File: config.mk
export PLATFORM = sky130hd
export DESIGN_NAME = mem_read_sink_flat
export DESIGN_NICKNAME = d
export VERILOG_FILES = /design/src/rtl/mem_read_sink_pkg.sv /design/src/rtl/mem_read_sink_if.sv /design/src/rtl/mem_read_sink_sync_fifo.sv /design/src/rtl/mem_read_sink.sv /design/src/flat_wrapper.sv
export SDC_FILE = /design/constraint.sdc
export NUM_CORES = 1
export LEC_CHECK = 0
export CORE_ASPECT_RATIO = 0.9
export CORE_MARGIN = 3
export CORE_UTILIZATION = 53
export CTS_CLUSTER_SIZE = 30
export DETAILED_ROUTE_END_ITERATION = 16
export PLACE_DENSITY = 0.84
export REMOVE_ABC_BUFFERS = 1
export SLEW_MARGIN = 10
export SYNTH_ARGS = -nofsm -noshare
export SYNTH_HDL_FRONTEND = slang
export SYNTH_HIERARCHICAL = 1
export SYNTH_SLANG_ARGS = --single-unit
File: constraint.sdc
create_clock -name clk -period 3.9 [get_ports clk]
set_input_delay 0.585 -clock clk [delete_from_list [all_inputs] [get_ports clk]]
set_output_delay 0.585 -clock clk [all_outputs]
set_load 0.02 [all_outputs]
File: src/rtl/mem_read_sink_pkg.sv
// ---------------------------------------------------------------------------
// mem_read_sink_pkg
//   Shared widths, FSM state encodings and the request-queue entry type for
//   mem_read_sink. The state constants are also used by the testbench to
//   inspect the controller state.
// ---------------------------------------------------------------------------
package mem_read_sink_pkg;

    // Address-pipeline widths shared with the upstream pipeline stages.
    localparam int unsigned ADDRESS_WIDTH = 32;
    localparam int unsigned ID_WIDTH      = 4;

    // Read controller state encoding.
    typedef logic [1:0] state_t;
    localparam logic [1:0] ST_IDLE = 2'd0;
    localparam logic [1:0] ST_REQ  = 2'd1;
    localparam logic [1:0] ST_WAIT = 2'd2;
    localparam logic [1:0] ST_RESP = 2'd3;

    // One queued beat: address plus tag, stored together in the FIFO.
    typedef struct packed {
        logic [ADDRESS_WIDTH-1:0] addr;
        logic [ID_WIDTH-1:0]      id;
    } req_entry_t;

endpackage

File: src/rtl/mem_read_sink_if.sv
// ---------------------------------------------------------------------------
// mem_read_sink_if
//   Bundles the three handshake ports of mem_read_sink:
//     upstream beat   : in_address, in_id, in_valid  -> out_stall
//     memory read     : mem_req, mem_addr -> mem_gnt, mem_rvalid, mem_rdata
//     response        : resp_valid, resp_id, resp_data -> resp_ready
//   slave  : the sink's view (consumes beats, drives memory requests and
//            responses)
//   master : the environment's view (pipeline, memory and response consumer)
// ---------------------------------------------------------------------------
interface mem_read_sink_if
    import mem_read_sink_pkg::*;
#(
    parameter int unsigned DATA_WIDTH = 32
);

    logic [ADDRESS_WIDTH-1:0] in_address;
    logic [ID_WIDTH-1:0]      in_id;
    logic                     in_valid;
    logic                     out_stall;

    logic                     mem_req;
    logic [ADDRESS_WIDTH-1:0] mem_addr;
    logic                     mem_gnt;
    logic                     mem_rvalid;
    logic [DATA_WIDTH-1:0]    mem_rdata;

    logic                     resp_valid;
    logic [ID_WIDTH-1:0]      resp_id;
    logic [DATA_WIDTH-1:0]    resp_data;
    logic                     resp_ready;

    modport slave (
        input  in_address, in_id, in_valid,
        output out_stall,
        output mem_req, mem_addr,
        input  mem_gnt, mem_rvalid, mem_rdata,
        output resp_valid, resp_id, resp_data,
        input  resp_ready
    );

    modport master (
        output in_address, in_id, in_valid,
        input  out_stall,
        input  mem_req, mem_addr,
        output mem_gnt, mem_rvalid, mem_rdata,
        input  resp_valid, resp_id, resp_data,
        output resp_ready
    );

endinterface

File: src/rtl/mem_read_sink_sync_fifo.sv
// ---------------------------------------------------------------------------
// sync_fifo
//   Single-clock circular FIFO with extra-MSB pointers (wrap tracked on the
//   MSB so full and empty are distinguishable without a separate flag).
//   Head entry is presented combinationally on rdata_o.
//   Ports:
//     clk_i, rst_i      clock, synchronous active-high reset
//     push_i, wdata_i   write request and data (ignored when full)
//     pop_i             remove head entry (ignored when empty)
//     rdata_o           current head entry
//     full_o, empty_o   occupancy flags
//     count_o           number of stored entries (0..DEPTH)
// ---------------------------------------------------------------------------
module sync_fifo #(
    parameter int unsigned WIDTH = 8,
    parameter int unsigned DEPTH = 4
) (
    input  logic                     clk_i,
    input  logic                     rst_i,
    input  logic                     push_i,
    input  logic [WIDTH-1:0]         wdata_i,
    input  logic                     pop_i,
    output logic [WIDTH-1:0]         rdata_o,
    output logic                     full_o,
    output logic                     empty_o,
    output logic [$clog2(DEPTH):0]   count_o
);

    localparam int unsigned AW = $clog2(DEPTH);

    logic [WIDTH-1:0] mem_q [DEPTH];
    logic [AW:0]      wptr_q, wptr_d;
    logic [AW:0]      rptr_q, rptr_d;
    logic             do_push, do_pop;

    assign full_o  = (wptr_q[AW] != rptr_q[AW]) && (wptr_q[AW-1:0] == rptr_q[AW-1:0]);
    assign empty_o = (wptr_q == rptr_q);
    assign count_o = wptr_q - rptr_q;
    assign rdata_o = mem_q[rptr_q[AW-1:0]];

    assign do_push = push_i && !full_o;
    assign do_pop  = pop_i && !empty_o;

    always_comb begin
        wptr_d = wptr_q;
        rptr_d = rptr_q;
        if (do_push) begin
            wptr_d = wptr_q + 1'b1;
        end
        if (do_pop) begin
            rptr_d = rptr_q + 1'b1;
        end
    end

    always_ff @(posedge clk_i) begin
        if (rst_i) begin
            wptr_q <= '0;
            rptr_q <= '0;
        end else begin
            wptr_q <= wptr_d;
            rptr_q <= rptr_d;
        end
    end

    // Storage needs no reset: entries are only visible between pointers.
    always_ff @(posedge clk_i) begin
        if (do_push) begin
            mem_q[wptr_q[AW-1:0]] <= wdata_i;
        end
    end

endmodule

File: src/rtl/mem_read_sink.sv
// ---------------------------------------------------------------------------
// mem_read_sink
//   Terminal consumer of the address pipeline. Queues (address, id) beats,
//   performs one external memory read at a time and returns (id, data)
//   responses in acceptance order.
//   Ports:
//     clk, reset     clock, synchronous active-high reset
//     sink           mem_read_sink_if.slave: upstream beat + out_stall,
//                    memory req/gnt/rvalid port, response valid/ready port
//     stall_cycles   saturating count of cycles with out_stall high
//     proto_err      sticky flag: mem_rvalid seen while not waiting for data
// ---------------------------------------------------------------------------
module mem_read_sink
    import mem_read_sink_pkg::*;
#(
    parameter int unsigned FIFO_DEPTH      = 4,
    parameter int unsigned DATA_WIDTH      = 32,
    parameter int unsigned STALL_CNT_WIDTH = 16
) (
    input  logic                       clk,
    input  logic                       reset,
    mem_read_sink_if.slave             sink,
    output logic [STALL_CNT_WIDTH-1:0] stall_cycles,
    output logic                       proto_err
);

    localparam int unsigned CNT_W = $clog2(FIFO_DEPTH) + 1;

    // Request queue
    req_entry_t        push_entry;
    req_entry_t        head_entry;
    logic              fifo_push;
    logic              fifo_pop;
    logic              fifo_full;
    logic              fifo_empty;
    logic [CNT_W-1:0]  fifo_count;

    // Controller state
    state_t                   state_q, state_d;
    logic [ADDRESS_WIDTH-1:0] cur_addr_q, cur_addr_d;
    logic [ID_WIDTH-1:0]      cur_id_q, cur_id_d;
    logic [ID_WIDTH-1:0]      resp_id_q, resp_id_d;
    logic [DATA_WIDTH-1:0]    resp_data_q, resp_data_d;
    logic                     proto_err_q, proto_err_d;
    logic [STALL_CNT_WIDTH-1:0] stall_cnt_q, stall_cnt_d;

    logic stall;

    // Stall comes from the registered occupancy only, so the upstream stage
    // never sees a combinational path from its own in_valid.
    assign stall      = (fifo_count == CNT_W'(FIFO_DEPTH));
    assign push_entry = '{addr: sink.in_address, id: sink.in_id};
    assign fifo_push  = sink.in_valid && !fifo_full;

    sync_fifo #(
        .WIDTH ($bits(req_entry_t)),
        .DEPTH (FIFO_DEPTH)
    ) u_fifo (
        .clk_i   (clk),
        .rst_i   (reset),
        .push_i  (fifo_push),
        .wdata_i (push_entry),
        .pop_i   (fifo_pop),
        .rdata_o (head_entry),
        .full_o  (fifo_full),
        .empty_o (fifo_empty),
        .count_o (fifo_count)
    );

    always_comb begin
        state_d     = state_q;
        cur_addr_d  = cur_addr_q;
        cur_id_d    = cur_id_q;
        resp_id_d   = resp_id_q;
        resp_data_d = resp_data_q;
        fifo_pop    = 1'b0;

        case (state_q)
            ST_IDLE: begin
                if (!fifo_empty) begin
                    fifo_pop   = 1'b1;
                    cur_addr_d = head_entry.addr;
                    cur_id_d   = head_entry.id;
                    state_d    = ST_REQ;
                end
            end
            ST_REQ: begin
                if (sink.mem_gnt) begin
                    state_d = ST_WAIT;
                end
            end
            ST_WAIT: begin
                if (sink.mem_rvalid) begin
                    resp_id_d   = cur_id_q;
                    resp_data_d = sink.mem_rdata;
                    state_d     = ST_RESP;
                end
            end
            ST_RESP: begin
                // Chain straight into the next request when one is queued,
                // skipping IDLE to keep back-to-back reads one cycle shorter.
                if (sink.resp_ready) begin
                    if (!fifo_empty) begin
                        fifo_pop   = 1'b1;
                        cur_addr_d = head_entry.addr;
                        cur_id_d   = head_entry.id;
                        state_d    = ST_REQ;
                    end else begin
                        state_d = ST_IDLE;
                    end
                end
            end
            default: begin
                state_d = ST_IDLE;
            end
        endcase
    end

    // Read data is only legal while waiting; anything else (including data
    // in the grant cycle or a late return after reset) is dropped and flagged.
    always_comb begin
        proto_err_d = proto_err_q | (sink.mem_rvalid && (state_q != ST_WAIT));
    end

    always_comb begin
        stall_cnt_d = stall_cnt_q;
        if (stall && (stall_cnt_q != '1)) begin
            stall_cnt_d = stall_cnt_q + 1'b1;
        end
    end

    always_ff @(posedge clk) begin
        if (reset) begin
            state_q     <= ST_IDLE;
            cur_addr_q  <= '0;
            cur_id_q    <= '0;
            resp_id_q   <= '0;
            resp_data_q <= '0;
            proto_err_q <= 1'b0;
            stall_cnt_q <= '0;
        end else begin
            state_q     <= state_d;
            cur_addr_q  <= cur_addr_d;
            cur_id_q    <= cur_id_d;
            resp_id_q   <= resp_id_d;
            resp_data_q <= resp_data_d;
            proto_err_q <= proto_err_d;
            stall_cnt_q <= stall_cnt_d;
        end
    end

    assign sink.out_stall  = stall;
    assign sink.mem_req    = (state_q == ST_REQ);
    assign sink.mem_addr   = cur_addr_q;
    assign sink.resp_valid = (state_q == ST_RESP);
    assign sink.resp_id    = resp_id_q;
    assign sink.resp_data  = resp_data_q;
    assign stall_cycles    = stall_cnt_q;
    assign proto_err       = proto_err_q;

endmodule

File: src/flat_wrapper.sv
// flat-port wrapper written by rule: the top's interface ports become plain ports
module mem_read_sink_flat import mem_read_sink_pkg::*;
#(
    parameter int unsigned FIFO_DEPTH      = 4,
    parameter int unsigned DATA_WIDTH      = 32,
    parameter int unsigned STALL_CNT_WIDTH = 16
)
  (clk, reset, stall_cycles, proto_err, sink_in_address, sink_in_id, sink_in_valid, sink_out_stall, sink_mem_req, sink_mem_addr, sink_mem_gnt, sink_mem_rvalid, sink_mem_rdata, sink_resp_valid, sink_resp_id, sink_resp_data, sink_resp_ready);
  mem_read_sink_if #(.DATA_WIDTH(DATA_WIDTH)) sink_i ();
  input  logic clk;
  input  logic reset;
  output logic [STALL_CNT_WIDTH-1:0] stall_cycles;
  output logic proto_err;
  input wire logic [$bits(sink_i.in_address)-1:0] sink_in_address;
  input wire logic [$bits(sink_i.in_id)-1:0] sink_in_id;
  input wire logic [$bits(sink_i.in_valid)-1:0] sink_in_valid;
  output wire logic [$bits(sink_i.out_stall)-1:0] sink_out_stall;
  output wire logic [$bits(sink_i.mem_req)-1:0] sink_mem_req;
  output wire logic [$bits(sink_i.mem_addr)-1:0] sink_mem_addr;
  input wire logic [$bits(sink_i.mem_gnt)-1:0] sink_mem_gnt;
  input wire logic [$bits(sink_i.mem_rvalid)-1:0] sink_mem_rvalid;
  input wire logic [$bits(sink_i.mem_rdata)-1:0] sink_mem_rdata;
  output wire logic [$bits(sink_i.resp_valid)-1:0] sink_resp_valid;
  output wire logic [$bits(sink_i.resp_id)-1:0] sink_resp_id;
  output wire logic [$bits(sink_i.resp_data)-1:0] sink_resp_data;
  input wire logic [$bits(sink_i.resp_ready)-1:0] sink_resp_ready;
  assign sink_i.in_address = sink_in_address;
  assign sink_i.in_id = sink_in_id;
  assign sink_i.in_valid = sink_in_valid;
  assign sink_out_stall = sink_i.out_stall;
  assign sink_mem_req = sink_i.mem_req;
  assign sink_mem_addr = sink_i.mem_addr;
  assign sink_i.mem_gnt = sink_mem_gnt;
  assign sink_i.mem_rvalid = sink_mem_rvalid;
  assign sink_i.mem_rdata = sink_mem_rdata;
  assign sink_resp_valid = sink_i.resp_valid;
  assign sink_resp_id = sink_i.resp_id;
  assign sink_resp_data = sink_i.resp_data;
  assign sink_i.resp_ready = sink_resp_ready;
  mem_read_sink #(.FIFO_DEPTH(FIFO_DEPTH), .DATA_WIDTH(DATA_WIDTH), .STALL_CNT_WIDTH(STALL_CNT_WIDTH)) u_core (.clk(clk), .reset(reset), .sink(sink_i), .stall_cycles(stall_cycles), .proto_err(proto_err));
endmodule
==> flow_summary.json <==
{
  "status": "finished clean",
  "core_region_area_um2": 17100,
  "cts.clk_slew.worst_paths_ns": 0.06,
  "layout.nets": 946,
  "ant_nets": 0,
  "global_route.usage.met3_pct": 4.16,
  "via_per_inst": 5.51,
  "switchingPower_uw": 2630,
  "area_delta_synth_final_pct": 27.8,
  "powerDensity_nw_per_um2": 692,
  "final_layout_size_suffix_gt1_share_pct": 10.6,
  "p_comb_share_pct": 29.6,
  "clockPowerShare_pct": 27.5,
  "grt_pass1_wl_um": 32300,
  "fin_ws_ns": 0.400,
  "synth-main-ff-cell": "edfxtp_1",
  "synthArstFlopShare_pct": 0,
  "slowest_delay_ns": 0.67,
  "p_sw_share_pct": 31.9,
  "place.gp.congestion": 0.820,
  "worst-path-max-fanout": 6,
  "grt-busiest-layer": "met2",
  "setup_tns_ns": 0,
  "antenna_found_initial": 0,
  "cts_buffers": 24,
  "post_cts_buffers": 0,
  "cts_tree": "built",
  "clock_path_buffers": 3,
  "grt_pass1_vias": 6077,
  "synth-seq-cells": 243,
  "drt-total-wl_um": 20200,
  "setup_viol": 0,
  "fillCellCount": 1166,
  "cp.arrival_ns": 2.91,
  "cts_hold_buf": 0,
  "clock_sinks": 243,
  "design_area_um2": 11900,
  "vias": 6119,
  "synth-seq-area-share_pct": 67.5,
  "overflow": 0,
  "track_usage_pct": 20.7,
  "final_cells": 1110,
  "finalHoldViolCount": 0,
  "rsz0062_at_grt": "no",
  "io_pins": 162,
  "io_buffers": 161,
  "ys_types": 57,
  "slew_violations": 0,
  "rows": 45,
  "post_cts_resized": 0,
  "max-cap-violations": 0,
  "max_slew.worst_pin.slew_ns": 1.15,
  "maxSlewHeadroom_pct": 22.9,
  "crit_family": "buffers and inverters",
  "final.period_utilization_pct": 89.7,
  "cp.required_ns": 3.31,
  "initial_utilization_pct": 54.7,
  "dr.first_iter.drc_count": 430,
  "wl_per_cell_um": 18.2,
  "htreeDepth": 1,
  "synth_edf_count": 144,
  "post-place-ws_ns": 0.868,
  "antenna_cells": 0,
  "crit_path_end_kind": "primary output",
  "path_class": "flip-flop to primary output",
  "fp.dieH_um": 132,
  "cp_num_buf_inv": 2,
  "grt_util_met2_pct": 35.1,
  "synthesis.area_um2": 9340,
  "root_buffer": "clkbuf_16",
  "cellLeakagePower_uw": 0.00395,
  "syn_inst": 699,
  "syn_area_per_cell_um2": 13.4,
  "drc_errors": 0,
  "max_freq_mhz": 286,
  "met1_usage_pct": 27.4,
  "grt_max_degree": 69,
  "clkLatencyLatePin_ns": 0.52,
  "die_x_um": 146,
  "dpl.hpwl_um": 13000,
  "place_area_um2": 11200,
  "min_path_type": "flip-flop to flip-flop",
  "dp_cells": 1066,
  "fin_skew_ns": 0.0106,
  "cp_slowest_cell": "clkdlybuf4s50_1",
  "die-area_um2": 19200,
  "crit_chain": "inv_1 > ha_1 > fa_1 > xnor2_1 > nor3b_4 > clkdlybuf4s50_1",
  "peakVddDrop_mv": 0.496,
  "worstSetupStartpointType": "flip-flop",
  "p_int_uw": 5620,
  "dr.pass1.iters": 5,
  "pwr-share-seq_pct": 42.9,
  "synth_warnings": 6,
  "finalCriticalPeriod_ns": 3.50
}
[cells in the final DEF, fill, tap and decap left out, drive strengths merged, types with 6 or more instances in the layout]
cell / n
mux4: 36
nor2: 12
nor3: 7
or4: 6
edfxtp: 144
clkbuf: 33
dfxtp: 99
nand4: 8
a21oi: 85
clkinv: 7
inv: 13
and2: 7
nand2: 156
ha: 14
nand3: 7
buf: 10
clkdlybuf4s50: 160
[worst paths after layout]
| check | from | to | slack [ns] | cells after the start |
|---|---|---|---|---|
| setup / recovery | u_core/u_fifo/wptr_q[0]$_SDFFE_PP0P_ | sink_out_stall | 0.40 | 6 |
| hold / removal | u_core/sink.mem_addr[10]$_SDFFE_PP0P_ | u_core/sink.mem_addr[10]$_SDFFE_PP0P_ | 0.45 | 2 |
| setup reg to reg | u_core/u_fifo/wptr_q[0]$_SDFFE_PP0P_ | u_core/u_fifo/mem_q[3][33]$_DFFE_PP_ | 0.75 | 8 |
| hold reg to reg | u_core/sink.mem_addr[10]$_SDFFE_PP0P_ | u_core/sink.mem_addr[10]$_SDFFE_PP0P_ | 0.45 | 2 |
[cells in the mapped netlist (2+ instances only)]
master | count | area [um2]
o31ai_1 | 5 | 37.5
and3_1 | 2 | 12.5
buf_2 | 2 | 10.0
a21oi_1 | 85 | 425
nand3_1 | 7 | 35.0
buf_1 | 3 | 11.3
nand4_1 | 6 | 37.5
a41oi_1 | 3 | 26.3
and2_1 | 7 | 43.8
or3_1 | 4 | 25.0
nand2b_1 | 4 | 25.0
dfxtp_1 | 99 | 1980
ha_1 | 14 | 175
nor3_1 | 7 | 35.0
buf_4 | 4 | 30.0
xnor2_1 | 2 | 17.5
a31oi_1 | 4 | 25.0
nor2_1 | 12 | 45.0
clkbuf_1 | 27 | 101
edfxtp_1 | 144 | 4320
o21ai_1 | 2 | 10.0
a211oi_1 | 3 | 22.5
nor3b_1 | 4 | 30.0
or4b_1 | 2 | 20.0
nor4_1 | 2 | 12.5
nor2b_1 | 5 | 31.3
inv_1 | 13 | 48.8
or4_1 | 6 | 45.0
o21ai_0 | 2 | 10.0
mux4_2 | 36 | 811
nand2_1 | 156 | 586
o311ai_0 | 2 | 17.5
[sequential cells by signal (all words and copies together), names as in the netlist, named ones only]
register,cells
u_core/sink.resp_data,32
u_core/sink.resp_id,4
u_core/u_fifo/mem_q,144
u_core/u_fifo/wptr_q,3
u_core/sink.mem_addr,32
u_core/cur_id_q,4
u_core/stall_cycles,16
u_core/state_q,2
u_core/proto_err,1
u_core/u_fifo/rptr_q,3
[through the flow]
step	utilization (%)	hold WS, ns	power (uW)
2_1_floorplan	-	0.426	4990
3_3_place_gp	65.4	0.442	5960
3_5_place_dp	65.4	0.446	6040
4_1_cts	70.0	0.455	8350
5_1_grt	70.0	0.468	8680
6_report	70.0	0.451	8250
[power by group through the flow]
| stage | clock (uW) | sequential [uW] | combinational (uW) |
|---|---|---|---|
| floorplan | 0 | 3790 | 1210 |
| global placement | 0 | 3560 | 2400 |
| detailed placement | 0 | 3590 | 2450 |
| CTS | 2320 | 3550 | 2480 |
| global route | 2420 | 3600 | 2660 |
| finish | 2270 | 3540 | 2450 |
[layer usage]
| layer | vias up | wire length [um] |
|---|---|---|
| li1 | 2889 | - |
| met1 | 2969 | 8440 |
| met2 | 227 | 10000 |
| met3 | 34 | 1310 |
| met4 | 0 | 444 |
| met5 | - | 0 |
[logic make-up after synthesis]
family          Yosys count  synth area share (%)
compound gates          113                  6.81
xor+xnor                  2                 0.188
fa+ha+maj                15                  2.09
buf+inv                  51                  2.33
flops                   243                  67.5
mux                      38                  8.91
simple gates            237                  12.1
[layout make-up]
type,instances,area [um2],share of cell area [%]
well taps,235,294,2.46
clock inverters,11,140,1.17
clock buffers,33,644,5.40
repair buffers,170,1680,14.0
flip-flops and latches,243,6310,52.9
multi-input cells,405,2820,23.7
inverters,13,48.8,0.409
[tightest hold or removal path, cell delays in order (launching register included)]
cell and delay (ns):
dfxtp_1 0.31, nand2_1 0.05, a21oi_1 0.05
No activity file was read; power rests on OpenSTA's default activity.
